[src/rtl/mips_main_control.sv]
// mips_main_control: multicycle MIPS main control FSM.
// Outputs are Moore decodes of the current state; FETCH also uses mem_ready_i
// so the PC and IR update only when the fetch read completes.
// A wait counter aborts stalled memory accesses after MEM_TIMEOUT wait cycles.
// Optional build macro: MIPS_BNE_EN adds a BNE execute state (opcode 000101).
module mips_main_control #(
  parameter int MEM_TIMEOUT = 15
) (
  input  logic       clk_i,
  input  logic       rst_i,
  input  logic [5:0] opcode_i,
  input  logic       zero_i,
  input  logic       mem_ready_i,
  output logic [1:0] ALUop_o,
  output logic       ALUSrcA_o,
  output logic [1:0] ALUSrcB_o,
  output logic [1:0] PCSrc_o,
  output logic       IorD_o,
  output logic       IRWrite_o,
  output logic       MemWrite_o,
  output logic       RegWrite_o,
  output logic       RegDst_o,
  output logic       MemtoReg_o,
  output logic       Branch_o,
  output logic       PCWrite_o,
  output logic       pcEn_o,
  output logic [3:0] state_o,
  output logic       err_o
);

  typedef enum logic [3:0] {
    S_FETCH  = 4'd0,
    S_DECODE = 4'd1,
    S_MEMADR = 4'd2,
    S_MEMRD  = 4'd3,
    S_MEMWB  = 4'd4,
    S_MEMWR  = 4'd5,
    S_RTEX   = 4'd6,
    S_RTWB   = 4'd7,
    S_BEQEX  = 4'd8,
    S_ADDIEX = 4'd9,
    S_ADDIWB = 4'd10,
    S_JEX    = 4'd11,
    S_BNEEX  = 4'd12
  } state_t;

  localparam logic [5:0] OP_LW   = 6'b100011;
  localparam logic [5:0] OP_SW   = 6'b101011;
  localparam logic [5:0] OP_RT   = 6'b000000;
  localparam logic [5:0] OP_BEQ  = 6'b000100;
  localparam logic [5:0] OP_ADDI = 6'b001000;
  localparam logic [5:0] OP_J    = 6'b000010;
`ifdef MIPS_BNE_EN
  localparam logic [5:0] OP_BNE  = 6'b000101;
`endif

  // Value of the wait counter during the last permitted wait cycle
  localparam logic [7:0] LP_WAIT_LAST = 8'(MEM_TIMEOUT - 1);

  state_t     r_state;
  state_t     w_next_state;
  logic [7:0] r_wait_cnt;
  logic [7:0] w_next_wait_cnt;
  logic       r_err;
  logic       w_next_err;
  logic       w_waiting;

  // Next-state, abort detection and wait counter update
  always_comb begin
    w_next_state    = r_state;
    w_next_err      = 1'b0;
    w_next_wait_cnt = 8'd0;
    w_waiting       = 1'b0;
    case (r_state)
      S_FETCH: begin
        if (mem_ready_i) w_next_state = S_DECODE;
        else             w_waiting    = 1'b1;
      end
      S_DECODE: begin
        case (opcode_i)
          OP_LW, OP_SW: w_next_state = S_MEMADR;
          OP_RT:        w_next_state = S_RTEX;
          OP_BEQ:       w_next_state = S_BEQEX;
          OP_ADDI:      w_next_state = S_ADDIEX;
          OP_J:         w_next_state = S_JEX;
`ifdef MIPS_BNE_EN
          OP_BNE:       w_next_state = S_BNEEX;
`endif
          default: begin
            w_next_state = S_FETCH;
            w_next_err   = 1'b1;
          end
        endcase
      end
      // Only lw/sw reach here and the IR keeps opcode_i stable
      S_MEMADR: w_next_state = (opcode_i == OP_SW) ? S_MEMWR : S_MEMRD;
      S_MEMRD: begin
        if (mem_ready_i) w_next_state = S_MEMWB;
        else             w_waiting    = 1'b1;
      end
      S_MEMWR: begin
        if (mem_ready_i) w_next_state = S_FETCH;
        else             w_waiting    = 1'b1;
      end
      S_RTEX:   w_next_state = S_RTWB;
      S_ADDIEX: w_next_state = S_ADDIWB;
      S_MEMWB, S_RTWB, S_ADDIWB, S_BEQEX, S_JEX: w_next_state = S_FETCH;
`ifdef MIPS_BNE_EN
      S_BNEEX:  w_next_state = S_FETCH;
`endif
      // Unreachable encodings recover to FETCH and flag the event
      default: begin
        w_next_state = S_FETCH;
        w_next_err   = 1'b1;
      end
    endcase
    // Any non-wait cycle clears the count; a full wait window aborts
    if (w_waiting) begin
      if (r_wait_cnt == LP_WAIT_LAST) begin
        w_next_state    = S_FETCH;
        w_next_err      = 1'b1;
        w_next_wait_cnt = 8'd0;
      end else begin
        w_next_wait_cnt = r_wait_cnt + 8'd1;
      end
    end
  end

  // State, wait counter and error pulse registers
  always_ff @(posedge clk_i) begin
    if (rst_i) begin
      r_state    <= S_FETCH;
      r_wait_cnt <= 8'd0;
      r_err      <= 1'b0;
    end else begin
      r_state    <= w_next_state;
      r_wait_cnt <= w_next_wait_cnt;
      r_err      <= w_next_err;
    end
  end

  // Moore output decode; anything not set for a state stays 0
  always_comb begin
    ALUop_o    = 2'b00;
    ALUSrcA_o  = 1'b0;
    ALUSrcB_o  = 2'b00;
    PCSrc_o    = 2'b00;
    IorD_o     = 1'b0;
    IRWrite_o  = 1'b0;
    MemWrite_o = 1'b0;
    RegWrite_o = 1'b0;
    RegDst_o   = 1'b0;
    MemtoReg_o = 1'b0;
    Branch_o   = 1'b0;
    PCWrite_o  = 1'b0;
    case (r_state)
      S_FETCH: begin
        ALUSrcB_o = 2'b01;
        IRWrite_o = mem_ready_i;
        PCWrite_o = mem_ready_i;
      end
      S_DECODE: ALUSrcB_o = 2'b11;
      S_MEMADR, S_ADDIEX: begin
        ALUSrcA_o = 1'b1;
        ALUSrcB_o = 2'b10;
      end
      S_MEMRD: IorD_o = 1'b1;
      S_MEMWR: begin
        IorD_o     = 1'b1;
        MemWrite_o = 1'b1;
      end
      S_MEMWB: begin
        RegWrite_o = 1'b1;
        MemtoReg_o = 1'b1;
      end
      S_RTEX: begin
        ALUSrcA_o = 1'b1;
        ALUop_o   = 2'b10;
      end
      S_RTWB: begin
        RegWrite_o = 1'b1;
        RegDst_o   = 1'b1;
      end
      S_ADDIWB: RegWrite_o = 1'b1;
      S_BEQEX: begin
        ALUSrcA_o = 1'b1;
        ALUop_o   = 2'b01;
        PCSrc_o   = 2'b01;
        Branch_o  = 1'b1;
      end
`ifdef MIPS_BNE_EN
      S_BNEEX: begin
        ALUSrcA_o = 1'b1;
        ALUop_o   = 2'b01;
        PCSrc_o   = 2'b01;
        Branch_o  = 1'b1;
      end
`endif
      S_JEX: begin
        PCSrc_o   = 2'b10;
        PCWrite_o = 1'b1;
      end
      default: ;
    endcase
  end

  // In BNEEX the branch is taken on ~zero only; the zero term is for BEQ
`ifdef MIPS_BNE_EN
  logic w_in_bne;
  assign w_in_bne = (r_state == S_BNEEX);
  assign pcEn_o   = PCWrite_o | (Branch_o & zero_i & ~w_in_bne)
                  | (Branch_o & ~zero_i & w_in_bne);
`else
  assign pcEn_o   = PCWrite_o | (Branch_o & zero_i);
`endif

  assign state_o = r_state;
  assign err_o   = r_err;

endmodule
[config.mk]
export PLATFORM = sky130hd
export DESIGN_NAME = mips_main_control
export DESIGN_NICKNAME = d
export VERILOG_FILES = /design/src/rtl/mips_main_control.sv
export SDC_FILE = /design/constraint.sdc
export NUM_CORES = 1
export LEC_CHECK = 0
export ABC_CLOCK_PERIOD_IN_PS = 3300
export CORE_MARGIN = 3
export CORE_UTILIZATION = 48
export CTS_CLUSTER_SIZE = 8
export DETAILED_ROUTE_END_ITERATION = 12
export PLACE_DENSITY_LB_ADDON = 0.1
export SYNTH_ARGS = -nofsm -noshare
export SYNTH_HDL_FRONTEND = slang
export SYNTH_SLANG_ARGS = --single-unit
[constraint.sdc]
create_clock -name clk_i -period 3.3 [get_ports clk_i]
set_input_delay 0.99 -clock clk_i [delete_from_list [all_inputs] [get_ports clk_i]]
set_output_delay 0.99 -clock clk_i [all_outputs]
set_load 0.05 [all_outputs]
* Yosys cells after proc, flatten, opt, wreduce, memory -nomap -nowiden
Index checks and enable logic that the tools add are counted.
** Storage, ports and cells
- Register bits after elaboration :: 13
- Word-level logic and storage cells :: 61
- Bits of input ports :: 10
- Output and inout bits :: 21
** Cells by class
- Equal/unequal tests :: 17
- Mux-type cells :: 26
- Add/sub/neg operators :: 1
- Bitwise operators :: 3
- Reduce and logical (&&, ||, !) cells :: 11
** Operator list (count)
- 4-bit one-hot mux with 7 select lines :: 1
- 4-bit two-way mux :: 5
- 4-bit one-hot mux with 5 select lines :: 1
- 4-bit by 3-bit equality test with 1-bit output (second input constant) :: 4
- 4-bit equality test (second input constant) :: 4
- 1-bit two-way mux :: 13
- 6-bit equality test (second input constant) :: 2
- 11-bit OR reduction :: 1
- 3-bit OR reduction :: 3
- 8-bit by 1-bit adder with 8-bit output (second input constant) :: 1
- 4-bit by 2-bit equality test with 1-bit output (second input constant) :: 2
- 8-bit by 4-bit equality test with 1-bit output (second input constant) :: 1
- 2-bit one-hot mux with 2 select lines :: 2
- 6-bit by 2-bit equality test with 1-bit output (second input constant) :: 1
- 6-bit by 3-bit equality test with 1-bit output (second input constant) :: 1
- 6-bit by 4-bit equality test with 1-bit output (second input constant) :: 1
- 6-bit zero test :: 1
- 2-bit one-hot mux with 3 select lines :: 1
- 2-bit OR reduction :: 3
- 6-bit OR reduction :: 1
- 4-bit by 1-bit equality test with 1-bit output (second input constant) :: 1
- 4-bit zero test :: 1
- 1-bit one-hot mux with 2 select lines :: 2
- 4-bit OR reduction :: 1
- 4 further kinds :: 4

* Depth between registers and ports, before layout
Gate-level depths: netlist of the first run.
- Word-level depth :: 6
- Gate-level depth with buffers :: 6
- Gate-level depth less buffers :: 5

* Worst setup path after synthesis of the first run
OpenSTA, ideal clock, no wires.
- Path type :: register to output
- Start point :: register r_state[0], in the netlist state_o[0]
- End point :: output pcEn_o
- Buffers on the path :: 1
- Stages on the path, launching flop included :: 6
- Data required time :: 2.310 ns
- Arrival time :: 2.621 ns
- Setup slack :: -0.311 ns
- Path through :: dfxtp_1 > clkbuf_1 > nand2_1 > nor2_1 > or2_2 > a21o_1
** On the way
- Elaborated cells on any way between the ends :: 7
- Classes of those cells :: 2 x eq/ne; 2 x mux; 2 x bitwise; 1 x reduce/logical
** RTL lines
- from (decl) :: RTL line 60 : state_t r_state;
- from (signal assigned) :: RTL line 136 : r_state <= w_next_state;
- 4-bit equality test or 4-bit zero test (tied branches) :: RTL line 156 : case (r_state)
- 1-bit one-hot mux with 2 select lines * :: RTL line 156
- via PCWrite_o :: RTL line 25 : output logic PCWrite_o,
- 1-bit OR * :: RTL line 214 : assign pcEn_o = PCWrite_o | (Branch_o & zero_i);
- to (decl) :: RTL line 26 : output logic pcEn_o,
Mark *: on every way through the listed nets, which the timed path passes. The rest lies on a longest branch.

* Worst setup path in the final report of the first run
- Start point :: input mem_ready_i
- End point :: output pcEn_o
** On the way
- Cells in the longest elaborated chain, start to end :: 2
** RTL lines
- from (decl) :: RTL line 13 : input logic mem_ready_i,
- 1-bit one-hot mux with 2 select lines :: RTL line 156
- 1-bit OR :: RTL line 214
Every way passes these cells.

==> out/qor.yml, run 1 <==
dieArea_mm2: 0.002542
antenna_found_initial: 0
drive_above_1_share_pct: 14.56
ys_warn_count: 0
synth_area_leader_cell: "dfxtp_1"
syn_area_um2: 947.2
period_share_pct: 96.24
worstPathRequired_ps: 2310
p_seq_share_pct: 46.9
tns_ps: 0
first_global_vias: 895
p_per_area_mw_per_mm2: 266.5
finalNonFillerCells: 183
fin_crit_ps: 3176
drt-wirelength-per-cell_um: 12.20
synth_cells: 127
die_w_um: 50.42
max_freq_ghz: 0.3149
clock_latency_ps: 280
relSlewSlack_pct: 65.98
grt_first_pass_wirelength_mm: 3.877
synth_commonest_cells: "dfxtp_1, nand2_1, nor2_1, a21oi_1"
clock_path_buffers: 2
port_buffers: 30
synth_nets: 139
core.rowCount: 15
power_frac_clock_pct: 27.6
ys_seq_elements: 13
drtIter0Drc: 21
critPathKind: "input pin to primary output"
p_comb_share_pct: 25.5
cts_setup_buffers: 0
p_int_uw: 244.5
avgSynthCellArea_um2: 7.458
htreeDepth: 1
gp_congestion: 0.8263
grt.overflow.total: 0
reg2regPathDepth: 5
final_max_slew_viol_count: 0
synth_top_area_share_pct: 27.48
holdPathStages: 1
num_antenna_cells: 0
place_ws_ps: 121.4
dieHeight_um: 50.42
start_util_pct: 52.57
crit_path_end_kind: "primary output"
worst_pin_slew_ps: 508.7
hold_buffers: 0
reg2reg_slack_ps: 1180
holdPathEnd: "r_wait_cnt[0]$_SDFF_PP0_"
grtUsageTotal_pct: 19.17
cts_tree: "built"
skew_ps: 1.349
cts.reportedPaths.clkPinSlew_ps: 70
synth_top_cells_by_area: "dfxtp_1, xor2_1, nand2_1, nor2_1, a21oi_1"
synth_cell_types: 38
synth_edf_count: 0
via_per_inst: 5.459
setup_violations: 0
async_flop_share_pct: 0
path_max_fanout: 2
hold_path_class: "flip-flop to flip-flop"
place_inst: 179
start_kind: "input pin"
areaGrowthSynthToFinish_pct: 38.57
drc: 0
cts_buffers: 3
core_mm2: 0.001802
cp.arrival_ps: 2190
outcome: "finished, final reports clean"
grt_max_degree: 18
swShare_pct: 30.09
cts_sinks: 13
setup_ws_ps: 124.1
routed_wl_mm: 2.233
ys.flop_type: "dfxtp_1"
io_pins: 31
p_sw_uw: 105.2
fin_nets: 171
root_buffer: "clkbuf_4"
seq_area_frac_synth_pct: 27.48
first_pass_iters: 4
rr_startpoint: "state_o[0]$_SDFF_PP0_"
hold_viol_final: 0
cts.repair.resized: 0
place_hpwl_mm: 1.792
rsz0062_at_grt: "false"
leakage_uw: 0.0004730
drv_cap: 0
ir_drop_mv: 0.2961
r2r_end: "r_wait_cnt[4]$_SDFF_PP0_"
vias: 999
hold_start: "r_wait_cnt[0]$_SDFF_PP0_"
ant_nets: 0
-- worst max-delay path, cell delays in order --
cell and delay (ps):
clkdlybuf4s50_1 420, and3_1 160, or2_2 280, a21o_1 150
buf_4 180
-- area by class of cell --
cell class,instances,area [um2]
clock buffers,4,26.28
multi-input cells,102,639.4
repair buffers,34,335.3
flip-flops and latches,13,261.5
inverters,5,18.77
fillers,152,489.2
well taps,25,31.28
-- power groups by stage --
stage	combinational (uW)	clock, uW	sequential (uW)
2_1_floorplan	47.6	0	172
3_3_place_gp	87.0	0	168
3_5_place_dp	88.8	0	168
4_1_cts	89.0	101	164
5_1_grt	94.7	110	165
6_report	89.1	96.6	164
-- logic make-up after synthesis --
family / Yosys count / share of synthesized area, %
AO/OA/AOI/OAI: 24 / 16.25
XOR/XNOR: 9 / 8.323
adder cells (fa/ha/maj): 2 / 2.642
buffers and inverters: 12 / 6.340
flip-flops: 13 / 27.48
AND/OR/NAND/NOR: 67 / 38.97
-- worst max-delay path by stage --
stage | slack, ps | cells after the start | start | endpoint
after detailed placement | 120 | 5 | mem_ready_i | pcEn_o
after CTS | 110 | 5 | mem_ready_i | pcEn_o
after floorplan | 20 | 5 | state_o[3]$_SDFF_PP0_ | pcEn_o
final | 120 | 5 | mem_ready_i | pcEn_o
after global placement | 140 | 5 | mem_ready_i | pcEn_o
after global routing | 9 | 5 | state_o[3]$_SDFF_PP0_ | MemtoReg_o
-- cell usage in the layout, fill, tap and decap left out, types with 2 or more instances in the layout --
| cell | n |
|---|---|
| buf_4 | 6 |
| or4_1 | 2 |
| o21ai_0 | 5 |
| nor4_1 | 2 |
| a21oi_1 | 8 |
| and3_1 | 5 |
| xnor2_1 | 3 |
| nor3b_1 | 3 |
| nor2_2 | 6 |
| clkdlybuf4s50_1 | 27 |
| clkbuf_4 | 3 |
| nand2_1 | 13 |
| ha_1 | 2 |
| nand4_1 | 2 |
| a211oi_1 | 3 |
| nor3_1 | 5 |
| nor2_1 | 11 |
| and2_1 | 2 |
| nand2b_1 | 5 |
| or3b_2 | 2 |
| xor2_1 | 6 |
| inv_1 | 5 |
| a21o_1 | 2 |
| dfxtp_1 | 12 |
-- per-layer routing --
metal / share of wire, % / vias up / track usage (%)
met1: 47 / 448 / 24.55
met3: 7.3 / 4 / 5.638
met2: 44 / 33 / 31.09
met4: 0.94 / 0 / 5.381
met5: 0 / - / 0
li1: - / 514 / -
-- registers in the layout, summed over array words and instances, names as in the netlist --
signal / cells
err_o: 1
state_o: 4
r_wait_cnt: 8
-- per-stage QoR --
stage	util (%)	total power [uW]	hold slack (ps)	cell area, um2
finish	72.85	349.8	498.3	1313
global route	72.85	369.5	522.3	1313
CTS	72.85	353.5	494.1	1313
detailed placement	71.39	256.6	476.3	1286
global placement	71.39	254.5	460.9	1286
floorplan	-	219.5	436.9	960.9
Note: power is estimated with default switching activity, not from simulation.
==> run 2: changes to the inputs <==
Settings changed: RECOVER_POWER set to 50.
==> out/qor.yml, run 2 (synthesis gave the netlist of run 1 again) <==
outcome: "finished, final reports clean"
worst_pin_slew_ps: 511.0  # +2.292 ps
finalNonFillerCells: 183  # unchanged
final_common_cell: "clkdlybuf4s50_1"
regMostFlops: "r_wait_cnt"
reg2regPathDepth: 5  # unchanged
fin_crit_ps: 3173  # -2.550 ps
hold_path_class: "flip-flop to flip-flop"
hold_buffers: 0  # unchanged
start_kind: "input pin"
core_mm2: 0.001802  # unchanged
grt_first_pass_wirelength_mm: 3.877  # unchanged
grtUsageTotal_pct: 19.17  # unchanged
path_buf_inv: 2  # unchanged
max_stage_delay_ps: 420  # about the same
dieHeight_um: 50.42  # unchanged
grt.overflow.total: 0  # unchanged
fin_nets: 171  # unchanged
dieArea_mm2: 0.002542  # unchanged
vias: 1009  # +1.0%
ir_drop_mv: 0.2961  # about the same
post-route-util_pct: 72.29  # -0.56 points
drv_cap: 0  # unchanged
path_depth: 5  # unchanged
relSlewSlack_pct: 65.83  # -0.15 points
place_ws_ps: 121.4  # unchanged
port_buffers: 30  # unchanged
cts_buffers: 3  # unchanged
crit_family: "buffers and inverters"
leakage_uw: 0.0004768  # +0.81%
worstPathRequired_ps: 2310  # about the same
crit_start: "mem_ready_i"
first_pass_iters: 4  # unchanged
mostFrequentLayoutCells: "clkdlybuf4s50_1, nand2_1, dfxtp_1"
start_util_pct: 52.57  # unchanged
setup_violations: 0  # unchanged
htreeDepth: 1  # unchanged
skew_ps: 0.5072  # -0.8420 ps
clock_path_buffers: 2  # unchanged
slowest_stage: "clkdlybuf4s50_1"
period_share_pct: 96.16  # about the same
tns_ps: 0  # unchanged
via_per_inst: 5.514  # +1.0%
drive_above_1_share_pct: 13.29  # -1.3 points
clock_latency_ps: 270  # about the same
areaGrowthSynthToFinish_pct: 37.52
setup_ws_ps: 126.6  # +2.550 ps
cts.repair.resized: 0  # unchanged
ant_nets: 0  # unchanged
path_cells: "clkdlybuf4s50_1 > and3_1 > or2_2 > a21o_1 > buf_4"
first_global_vias: 895  # unchanged
root_buffer: "clkbuf_4"
final_max_slew_viol_count: 0  # unchanged
reg2reg_slack_ps: 1130  # -50 ps
largest_reg_flops: 8  # unchanged
max_freq_ghz: 0.3151  # about the same
r2r_end: "r_wait_cnt[4]$_SDFF_PP0_"
rr_startpoint: "state_o[0]$_SDFF_PP0_"
crit_path_end_kind: "primary output"
num_antenna_cells: 0  # unchanged
p_per_area_mw_per_mm2: 266.9  # +0.13%
cts_tree: "built"
cts_sinks: 13  # unchanged
rsz0062_at_grt: "false"
cts_setup_buffers: 0  # unchanged
cp-endpoint: "pcEn_o"
core.rowCount: 15  # unchanged
drtIter0Drc: 22  # +4.8%
antenna_found_initial: 0  # unchanged
grt_max_degree: 18  # unchanged
gp_congestion: 0.8263  # unchanged
place_inst: 179  # unchanged
drc: 0  # unchanged
routed_wl_mm: 2.229  # -0.18%
die_w_um: 50.42  # unchanged
cp.arrival_ps: 2180  # about the same
drt-wirelength-per-cell_um: 12.18  # -0.18%
cts.reportedPaths.clkPinSlew_ps: 70  # about the same
path_max_fanout: 2  # unchanged
hold_slack_ps: 498.3  # +0.005000 ps
io_pins: 31  # unchanged
hold_viol_final: 0  # unchanged
critPathKind: "input pin to primary output"
place_hpwl_mm: 1.792  # unchanged
[run 2: cell count changes in the layout (fill, tap and decap cells not counted), sizes merged]
cell	before	now
dlygate4sd3	0	3
clkdlybuf4s50	27	24
buf	7	6
clkbuf	4	5
[run 2: per-stage QoR]
| step | area [um2] | total power, uW |
|---|---|---|
| global placement | 1286 | 254.5 |
| finish | 1303 | 347.6 |
| global route | 1303 | 367.8 |
| floorplan | 960.9 | 219.5 |
| detailed placement | 1286 | 256.6 |
| CTS | 1313 | 353.5 |
[run 2: how the worst min path moves through the flow]
stage,start,endpoint,slack (ps),cells past startpoint
after floorplan,r_wait_cnt[0]$_SDFF_PP0_,r_wait_cnt[0]$_SDFF_PP0_,440,1
after global placement,r_wait_cnt[0]$_SDFF_PP0_,r_wait_cnt[0]$_SDFF_PP0_,460,1
after detailed placement,r_wait_cnt[0]$_SDFF_PP0_,r_wait_cnt[0]$_SDFF_PP0_,480,1
after CTS,r_wait_cnt[0]$_SDFF_PP0_,r_wait_cnt[0]$_SDFF_PP0_,490,1
after global routing,r_wait_cnt[0]$_SDFF_PP0_,r_wait_cnt[0]$_SDFF_PP0_,520,1
final,r_wait_cnt[0]$_SDFF_PP0_,r_wait_cnt[0]$_SDFF_PP0_,500,1
[run 2: power breakdown]
part           internal, uW  switching, uW
clock                  46.9           49.2
sequential              160           4.42
combinational          36.7           50.8
total                   243            104
[run 2: per-layer routing]
metal	track usage, %	routed length (um)	up-vias
li1	-	-	515
met5	0	0	-
met2	31.09	995	28
met3	5.638	149	4
met4	5.381	21	0
met1	24.55	1062	462
[run 2: layout make-up]
class / count / area (um2)
Multi-Input combinational cell: 102 / 633.1
Fill cell: 153 / 499.2
Timing Repair Buffer: 34 / 331.6
Sequential cell: 13 / 261.5
Tap cell: 25 / 31.28
Clock buffer: 4 / 26.28
Inverter: 5 / 18.77
[run 2: worst register-to-register path: cells and delay by family, from the launching register on]
kind            cells  cell delay [ps]
compound gates      1              240
buf+inv             1              220
flops               1              490
simple gates        3             1170
